<file path="src/rtl/btn_pulse_gen.sv">
// btn_pulse_gen: turns a raw, bouncing push-button into clean one-cycle
// enable strobes for the pulse-enabled Gray counter. The chain is a
// synchronizer, then a debounce filter, then a press/hold/auto-repeat FSM.
module btn_pulse_gen #(
  parameter int DB_CYCLES      = 500000,
  parameter int HOLD_CYCLES    = 25000000,
  parameter int REPEAT_CYCLES  = 5000000,
  parameter bit BTN_ACTIVE_LOW = 1'b0
) (
  input  logic clk,
  input  logic rst_n,
  input  logic btn_raw,
  input  logic repeat_en,
  output logic pulse,
  output logic btn_level,
  output logic held
);

  localparam int DBW  = (DB_CYCLES > 1) ? $clog2(DB_CYCLES) : 1;
  localparam int TMAX = (HOLD_CYCLES > REPEAT_CYCLES) ? HOLD_CYCLES : REPEAT_CYCLES;
  localparam int TW   = (TMAX > 1) ? $clog2(TMAX) : 1;

  localparam logic [DBW-1:0] DB_LAST   = DBW'(DB_CYCLES - 1);
  localparam logic [TW-1:0]  HOLD_LAST = TW'(HOLD_CYCLES - 1);
  localparam logic [TW-1:0]  REP_LAST  = TW'(REPEAT_CYCLES - 1);

  typedef enum logic [1:0] {S_IDLE, S_HOLD, S_REPEAT} state_t;

  logic           btn_in;
  logic           sync1, sync2;
  logic [DBW-1:0] db_cnt;
  logic [TW-1:0]  tmr;
  state_t         state;

  // Polarity is fixed before the synchronizer so everything downstream is active-high.
  assign btn_in = btn_raw ^ BTN_ACTIVE_LOW;

  // Two-flop synchronizer; resets to the released state.
  always_ff @(posedge clk or negedge rst_n) begin
    if (!rst_n) begin
      sync1 <= 1'b0;
      sync2 <= 1'b0;
    end else begin
      sync1 <= btn_in;
      sync2 <= sync1;
    end
  end

  // Debounce: accept a new level only after DB_CYCLES consecutive disagreeing samples.
  always_ff @(posedge clk or negedge rst_n) begin
    if (!rst_n) begin
      db_cnt    <= '0;
      btn_level <= 1'b0;
    end else if (sync2 == btn_level) begin
      db_cnt <= '0;
    end else if (db_cnt == DB_LAST) begin
      btn_level <= ~btn_level;
      db_cnt    <= '0;
    end else begin
      db_cnt <= db_cnt + 1'b1;
    end
  end

  // Press/hold/repeat FSM with registered pulse and held outputs.
  // Release is tested first in every state so it always beats a timer expiry,
  // and held lingers one cycle past the exit from REPEAT.
  always_ff @(posedge clk or negedge rst_n) begin
    if (!rst_n) begin
      state <= S_IDLE;
      tmr   <= '0;
      pulse <= 1'b0;
      held  <= 1'b0;
    end else begin
      pulse <= 1'b0;
      held  <= (state == S_REPEAT);
      case (state)
        S_IDLE: begin
          if (btn_level) begin
            pulse <= 1'b1;
            tmr   <= '0;
            state <= S_HOLD;
          end
        end
        S_HOLD: begin
          if (!btn_level) begin
            state <= S_IDLE;
          end else if (repeat_en && tmr == HOLD_LAST) begin
            pulse <= 1'b1;
            held  <= 1'b1;
            tmr   <= '0;
            state <= S_REPEAT;
          end else if (tmr != HOLD_LAST) begin
            // Saturate so a late repeat_en fires on the very next cycle.
            tmr <= tmr + 1'b1;
          end
        end
        S_REPEAT: begin
          if (!btn_level) begin
            state <= S_IDLE;
          end else if (!repeat_en) begin
            tmr   <= '0;
            state <= S_HOLD;
          end else if (tmr == REP_LAST) begin
            pulse <= 1'b1;
            tmr   <= '0;
          end else begin
            tmr <= tmr + 1'b1;
          end
        end
        default: state <= S_IDLE;
      endcase
    end
  end

endmodule
</file>
<file path="config.mk">
export PLATFORM = sky130hd
export DESIGN_NAME = btn_pulse_gen
export DESIGN_NICKNAME = d
export VERILOG_FILES = /design/src/rtl/btn_pulse_gen.sv
export SDC_FILE = /design/constraint.sdc
export NUM_CORES = 1
export LEC_CHECK = 0
export CAP_MARGIN = 20
export CORE_MARGIN = 3
export CORE_UTILIZATION = 37
export CTS_CLUSTER_SIZE = 12
export DETAILED_ROUTE_END_ITERATION = 6
export PLACE_DENSITY = 0.64
export SLEW_MARGIN = 10
export SYNTH_ARGS = -nofsm -noshare
export SYNTH_HDL_FRONTEND = slang
export SYNTH_SLANG_ARGS = --single-unit
</file>
<file path="constraint.sdc">
create_clock -name clk -period 2.2 [get_ports clk]
set_input_delay 0.33 -clock clk [delete_from_list [all_inputs] [get_ports clk]]
set_output_delay 0.33 -clock clk [all_outputs]
set_load 0.01 [all_outputs]
</file>
==> impl_metrics.sql <==
INSERT INTO impl_metrics (metric_group, metric, value, unit) VALUES
('worst_setup_path', 'crit_chain', 'or4bb_1, nor4_4, nand3_2, a31o_4, and3_1, a221o_1', ''),
('routing', 'detail_route.vias_per_cell', '5.45', ''),
('synthesis', 'synth-compound-area-share', '0.160', ''),
('finish', 'antenna_cells_inserted', '0', ''),
('timing', 'hold-worst-slack', '0.370', 'ns'),
('worst_setup_path', 'cp-end-kind', 'flip-flop', ''),
('worst_setup_path', 'crit_buf_inv', '0', ''),
('synthesis', 'synth_top_cell_by_area', 'sky130_fd_sc_hd__dfrtp_1', ''),
('synthesis', 'ys_seq_area_frac', '0.438', ''),
('cts', 'htree_levels', '2', ''),
('timing', 'max_slew_headroom_at_the_worst_pin', '0.637', ''),
('floorplan', 'placementRows', '31', ''),
('synthesis', 'ys.flop_type', 'sky130_fd_sc_hd__dfrtp_1', ''),
('worst_setup_path', 'start_kind', 'flip-flop', ''),
('timing', 'timing.fmax', '426', 'MHz'),
('finish', 'drive_above_1_share', '0.204', ''),
('cts', 'number_of_clock_buffers_inserted_by_tritoncts', '5', ''),
('synthesis', 'synthTopCellsByCount', '51 x sky130_fd_sc_hd__dfrtp_1, 43 x sky130_fd_sc_hd__nor2_1, 27 x sky130_fd_sc_hd__nand2_1', ''),
('synthesis', 'yosysWarningCount', '0', ''),
('placed_design', 'gp_routability_congestion', '0.899', ''),
('floorplan', 'die_area', '8980', 'um2'),
('worst_setup_path', 'worst_path_dominant_cell_family', 'simple AND/OR/NAND/NOR gates', ''),
('grt', 'number_of_global_route_vias_before_repair', '2488', ''),
('outcome', 'violations', 'negative setup slack', ''),
('timing', 'setup_viol', '22', ''),
('floorplan', 'die_w', '94.8', 'um'),
('hold_path', 'worstHoldPathType', 'flip-flop to flip-flop', ''),
('worst_setup_path', 'critPathMaxStageDelay', '0.55', 'ns'),
('timing', 'layout_worst_path_cycle_share', '1.07', ''),
('synthesis', 'multiplexer_area_fraction_after_synthesis', '0.00729', ''),
('finish', 'area_growth_syn_to_layout', '20.6', '%'),
('synthesis', 'synth_adder_area_share', '0.0257', ''),
('synthesis', 'syn_area', '2920', 'um2'),
('timing', 'timing_worst_slew_pin_value', '0.545', 'ns'),
('cts', 'clkSinkCount', '51', ''),
('timing', 'setup_tns', '-2.02', 'ns'),
('grt', 'grt_max_degree', '23', ''),
('finish', 'finalNetCount', '371', ''),
('synthesis', 'syn-mean-instance-area', '9.32', 'um2'),
('cts', 'tritoncts_clock_tree', 'done', ''),
('floorplan', 'start_util', '0.392', ''),
('timing', 'finalMaxSlewViolations', '0', ''),
('synthesis', 'synth.top_cell.area_share', '0.438', ''),
('routing', 'detailedRoute.firstIterationViolations', '176', ''),
('cts', 'insertion_delay', '0.31', 'ns'),
('synthesis', 'synth-simple-area-share', '0.281', ''),
('timing', 'timing.final.hold_violations', '0', ''),
('timing', 'grt_setup_unrepaired', 'yes', ''),
('floorplan', 'chipHeight', '94.8', 'um'),
('floorplan', 'floorplan.io_pins', '7', ''),
('power', 'vdd.ir_drop.worst', '0.000231', 'V'),
('synthesis', 'synth_top_family_by_area', 'simple AND/OR/NAND/NOR gates', ''),
('placed_design', 'portBuffers', '6', ''),
('synthesis', 'netlist_top_cells_area', 'sky130_fd_sc_hd__dfrtp_1 44%, sky130_fd_sc_hd__nor2_1 5.5%, sky130_fd_sc_hd__a22o_1 4.8%', ''),
('grt', 'first_pass_grt_wire_length', '11800', 'um'),
('cts', 'clk_pin_slew_worst_paths', '0.10', 'ns'),
('worst_setup_path', 'critPathRequiredTime', '2.39', 'ns'),
('placed_design', 'half_perimeter_wire_length_after_placement', '5070', 'um'),
('synthesis', 'synthDistinctLibCells', '53', ''),
('floorplan', 'core_area', '7450', 'um2'),
('synthesis', 'asr_flop_ratio_synth', '1.00', ''),
('timing', 'setup_slack', '-0.148', 'ns'),
('worst_setup_path', 'critical_path.max_fanout', '16', ''),
('synthesis', 'yosysMostFrequentCell', 'sky130_fd_sc_hd__dfrtp_1', ''),
('synthesis', 'synth-seq-cells', '51', ''),
('power', 'cellPowerDensity', '447', 'nW/um2'),
('grt', 'antenna_violations_before_repair', '0', ''),
('grt', 'globalRouteTotalUtil', '0.165', ''),
('worst_setup_path', 'cpMaxStageDelayCell', 'sky130_fd_sc_hd__or4bb_1', ''),
('outcome', 'status', 'complete, but fails checks', ''),
('worst_setup_path', 'setup.worst_path.class', 'flip-flop to flip-flop', '');
report_power, final:
part,switching (uW),leakage (uW),internal [uW]
sequential,5.67,0.000706,943
combinational,32.1,0.000793,14.5
clock,320,0.0000474,257
final cells by class:
type	instances	area [um2]
fillers	740	3930
multi-input cells	245	1570
flip-flops and latches	51	1280
repair buffers	52	423
well taps	99	124
clock buffers	6	82.6
inverters	6	22.5
clock inverters	2	16.3
worst register-to-register path: cells and delay by family (launching register included):
family	cells	cell delay [ns]
AO/OA/AOI/OAI	2	0.58
flip-flops	1	0.38
AND/OR/NAND/NOR	4	1.28
kinds of logic (layout without fill, tap and decap cells):
logic type                 after synthesis  count (layout)
AOI/OAI and AO/OA                       65              65
muxes                                    2               2
xor gates and xnor gates                18              18
DFF                                     51              51
buffers and inverters                   17              66
adders and majority gates                6               6
and+or+nand+nor                        154             154
sequential cells by signal, summed over array words and instances, names as in the netlist:
| register | count |
|---|---|
| tmr | 25 |
| db_cnt | 19 |
| state | 2 |
| btn_level | 1 |
| held | 1 |
| pulse | 1 |
| sync1 | 1 |
| sync2 | 1 |
worst paths after layout:
check / start / slack [ns] / endpoint / cells past startpoint
setup / recovery: tmr[15] / -0.15 / tmr[21] / 6
hold / removal: sync1 / 0.37 / sync2 / 0
setup reg to reg: tmr[15] / -0.15 / tmr[21] / 6
hold reg to reg: sync1 / 0.37 / sync2 / 0
max in group asynchronous: rst_n / 1.04 / tmr[1] / 3
min in group asynchronous: rst_n / 0.51 / db_cnt[14] / 2
placed cells by master, fill, tap and decap left out, types with 8 or more instances in the layout:
cell | synthesis | routed
sky130_fd_sc_hd__dfrtp_1 | 51 | 51
sky130_fd_sc_hd__nor2_1 | 43 | 42
sky130_fd_sc_hd__buf_4 | 1 | 42
sky130_fd_sc_hd__nand2_1 | 27 | 27
sky130_fd_sc_hd__nand3_1 | 21 | 21
sky130_fd_sc_hd__a22o_1 | 16 | 16
sky130_fd_sc_hd__nand4_1 | 11 | 11
sky130_fd_sc_hd__xnor2_1 | 10 | 10
sky130_fd_sc_hd__nor3_1 | 10 | 10
sky130_fd_sc_hd__o21ai_0 | 15 | 10
sky130_fd_sc_hd__xor2_1 | 8 | 8
metrics by stage:
step / power, uW / instance area [um2] / std cells
2_1_floorplan: 980 / 2930 / 313
3_3_place_gp: 1010 / 3330 / 447
3_5_place_dp: 1010 / 3330 / 447
4_1_cts: 1590 / 3490 / 460
5_1_grt: 1630 / 3520 / 461
6_report: 1570 / 3520 / 461
layer usage:
layer / GRT usage / vias to the layer above / part of all wire
met5: 0 / - / 0
met4: 0.0469 / 0 / 0.014
met3: 0.0295 / 10 / 0.032
met2: 0.266 / 39 / 0.46
met1: 0.226 / 1220 / 0.49
li1: - / 1244 / -
timing repair:
item,CTS,global route
pin swaps,1,3
hold buffers,1,0
setup endpoints to repair,23,27
buffers inserted,4,1
endpoints found under the hold margin,16,0
resized for setup,3,7
(Power assumes the default switching activity.)
==> RTL change 1: new RTL, config.mk and constraints unchanged <==
Re-encode `state_t` (3 states) as one-hot, 3 bits wide.
--- a/src/rtl/btn_pulse_gen.sv
+++ b/src/rtl/btn_pulse_gen.sv
@@ -26,3 +26,3 @@
 
-  typedef enum logic [1:0] {S_IDLE, S_HOLD, S_REPEAT} state_t;
+  typedef enum logic [2:0] {S_IDLE = 3'b001, S_HOLD = 3'b010, S_REPEAT = 3'b100} state_t;
 
Check against the original RTL: same outputs for any inputs over 10 cycles, from zero or initial values and one cycle with rst_n low; not proved beyond that.
==> RTL change 1 against the original RTL <==
Synthesized area is 4.1% lower; largest cell class unchanged; fmax rose by 12%; combinational power down 4.9%; utilization down 2.1 points; power grew 7.0%; cell area decreased by 6.5%; routed wire length decreased by 15%; final cell count fell by 7.6%; setup slack better by 0.25 ns; via count fell by 11%; sequential cell count grew 1; critical endpoint is now tmr[15].
==> RTL change 1: results (changes against the original RTL) <==
| Metric | Value |
|---|---|
| Outcome | `completed` |
| Layout cell share with drive strength beyond 1 | `15.9% (-4.5 points)` |
| Finished Layout Cells | `426 (-7.6%)` |
| Relative slew slack | `61.1% (-2.6 points)` |
| Initial DRC count | `134 (-24%)` |
| HPWL Detailed | `4.13 mm (-18%)` |
| Clock buf/inv share | `3.39% (+0.58 points)` |
| Multi-In Gates | `225 (-8.2%)` |
| IR drop worst, VDD | `0.283 mV (+23%)` |
| Clock sink total | `52 (+2.0%)` |
| Grt met1 use | `19.5% (-3.1 points)` |
| Seq. pwr | `0.000967 W (+2%)` |
| Layout Skew | `0.00660 ns (-0.00558 ns)` |
| Synth cell types | `50 (-5.7%)` |
| Fraction of area in multi-input gates | `43.1% (-1.6 points)` |
| Fillcell total | `738 (-0.27%)` |
| Leakage | `1.28 nW (-17%)` |
| Routed wl met2 | `2.82 mm (-11%)` |
| Multi-input gate area | `1420 um2 (-9.9%)` |
| Max incr delay on CP | `0.39 ns (-0.16 ns)` |
| Min-Delay Path Class | `input port to async pin` |
| Detail Route met3 WL | `186 um (-15%)` |
| GRT Total Usage | `14.7% (-1.8 points)` |
| Register area | `1300 um2 (+2.1%)` |
| Slowest CP cell | `dfrtp_1` |
| Non-clock inverters | `8 (+2)` |
| Post-Syn Nets | `303 (-6.2%)` |
| Syn avg cell area | `9.42 um2 (+1.1%)` |
| Top flop regs | `tmr: 25 flops, db_cnt: 19 flops, state: 3 flops` |
| Post-layout util | `45.1% (-2.1 points)` |
| Via-to-Cell Ratio | `5.28 (-3.2%)` |
| Share of the yosys chip area belonging to registers | `46.6% (+2.8 points)` |
| Post-CTS Setup Repair Bufs | `0 (-4)` |
| Area contributors post-synth | `dfrtp_1, xnor2_1, nor2_1, o31ai_1, or4_1` |
| Global-route met2 utilization | `24.4% (-2.2 points)` |
| Worst endpoint data arrival time | `2.33 ns (-0.21 ns)` |
| DP Area | `3140 um2 (-5.5%)` |
| GPL Wtd Cong | `0.799 (-11%)` |
| # nets final | `332 (-11%)` |
| Syn-to-layout area delta | `17.6%` |
| Bufs w/o clock | `34 (-35%)` |
| Post-CTS Resized | `1 (-2)` |
| Synth cell count leaders | `dfrtp_1, nor2_1, nand2_1` |
| Number of global-route vias before repair | `2201 (-12%)` |
## RTL change 1: worst paths after layout
kind | start | to | slack [ns] | depth (start not counted)
worst max-delay path | tmr[0] | tmr[15] | 0.11 | 7
worst min-delay path | rst_n | btn_level | 0.01 | 1
worst max register to register | tmr[0] | tmr[15] | 0.11 | 7
worst min register to register | sync1 | sync2 | 0.38 | 0
max in group asynchronous | rst_n | tmr[19] | 1.63 | 2
min in group clk | sync1 | sync2 | 0.38 | 0
## RTL change 1: logic make-up (layout without fill, tap and decap cells)
logic type | Yosys count | in the layout | share of synthesized area [%]
flip-flops | 52 | 52 | 46.6
XOR/XNOR | 24 | 24 | 7.78
buffers and inverters | 20 | 50 | 3.18
AO/OA/AOI/OAI | 55 | 55 | 13.1
adder cells (fa/ha/maj) | 2 | 2 | 0.894
multiplexers | 1 | 1 | 0.402
AND/OR/NAND/NOR | 143 | 143 | 28.1
==> RTL change 2: new RTL, same settings <==
Without the edit above. `BTN_ACTIVE_LOW`: 1'b0 -> 1'b1.
--- a/src/rtl/btn_pulse_gen.sv
+++ b/src/rtl/btn_pulse_gen.sv
@@ -7,3 +7,3 @@
   parameter int REPEAT_CYCLES  = 5000000,
-  parameter bit BTN_ACTIVE_LOW = 1'b0
+  parameter bit BTN_ACTIVE_LOW = 1'b1
 ) (
Check against the original RTL: no difference found for any inputs over 10 cycles, from zero or initial values and one cycle with rst_n low; that may be too few to reach the edited logic, so the function may still have changed.
==> RTL change 2 against the original RTL <==
Cell area up 6.8%; sequential cell count unchanged; clock skew shrank 0.0065 ns; synthesized area rose by 4.4%; routed wire length rose by 11%; setup slack better by 0.20 ns; power is essentially flat; hold slack got worse by 0.012 ns; largest cell class unchanged.
==> RTL change 2: results (changes against the original RTL) <==
| Metric | Value |
|---|---|
| Layout Skew | `0.00573 ns (-0.00645 ns)` |
| IR drop worst, VDD | `0.237 mV (+2.5%)` |
| Int Power | `0.00121 W (about the same)` |
| Fraction of area in multi-input gates | `47.4% (+2.6 points)` |
| Worst endpoint data arrival time | `2.32 ns (-0.22 ns)` |
| Detail Route met3 WL | `395 um (+80%)` |
| Worst slew pin tran | `0.538 ns (-0.00664 ns)` |
| Met1 WL | `3.52 mm (+4.6%)` |
| Clock power share | `36.8% (about the same)` |
| Drt pass-1 iters | `5 (+1)` |
| Routed wl met2 | `3.61 mm (+14%)` |
| Clock buf/inv share | `2.63% (-0.18 points)` |
| GPL Wtd Cong | `0.870 (-3.3%)` |
| Post-CTS Resized | `8 (+5)` |
| DP Area | `3470 um2 (+4.3%)` |
| Routed via count | `2825 (+12%)` |
| Post-Syn Nets | `354 (+9.6%)` |
| Bufs w/o clock | `54 (+3.8%)` |
| Outcome | `completed` |
| Sequential cell area share | `34.0% (-2.3 points)` |
| GRT Total Usage | `17.0% (+0.57 points)` |
| R2r startpoint | `tmr[10]` |
| Synth cell count leaders | `dfrtp_1, nand2_1, nor2_1` |
| Sw frac | `22.8% (+0.028 points)` |
| Routed length per instance | `15.4 um (+3.9%)` |
RTL change 2: cell count changes in the layout (fill, tap and decap cells not counted), moves of 7 or more:
cell	unedited run	this run
a22o_1	16	0
or3_1	0	8
a21o_1	7	0
nor2_1	42	32
nand2_1	27	50
o211ai_1	0	30
RTL change 2: cells by family (layout without fill, tap and decap cells):
family                   after synthesis  in the layout  synth area share [%]
buffers and inverters                 27             73                  3.66
XOR/XNOR                              18             18                  5.18
multiplexers                           3              3                  1.07
AO/OA/AOI/OAI                         69             69                  16.6
AND/OR/NAND/NOR                      170            170                  29.1
flip-flops                            51             51                  41.9
adder cells (fa/ha/maj)                6              6                  2.47
RTL change 2: critical path: stages (launching register included):
cell      delay [ns]
dfrtp_1         0.39
or4b_4          0.59
nor4_4          0.33
a21oi_1         0.19
nor2_1          0.20
buf_4           0.19
o211ai_1        0.12
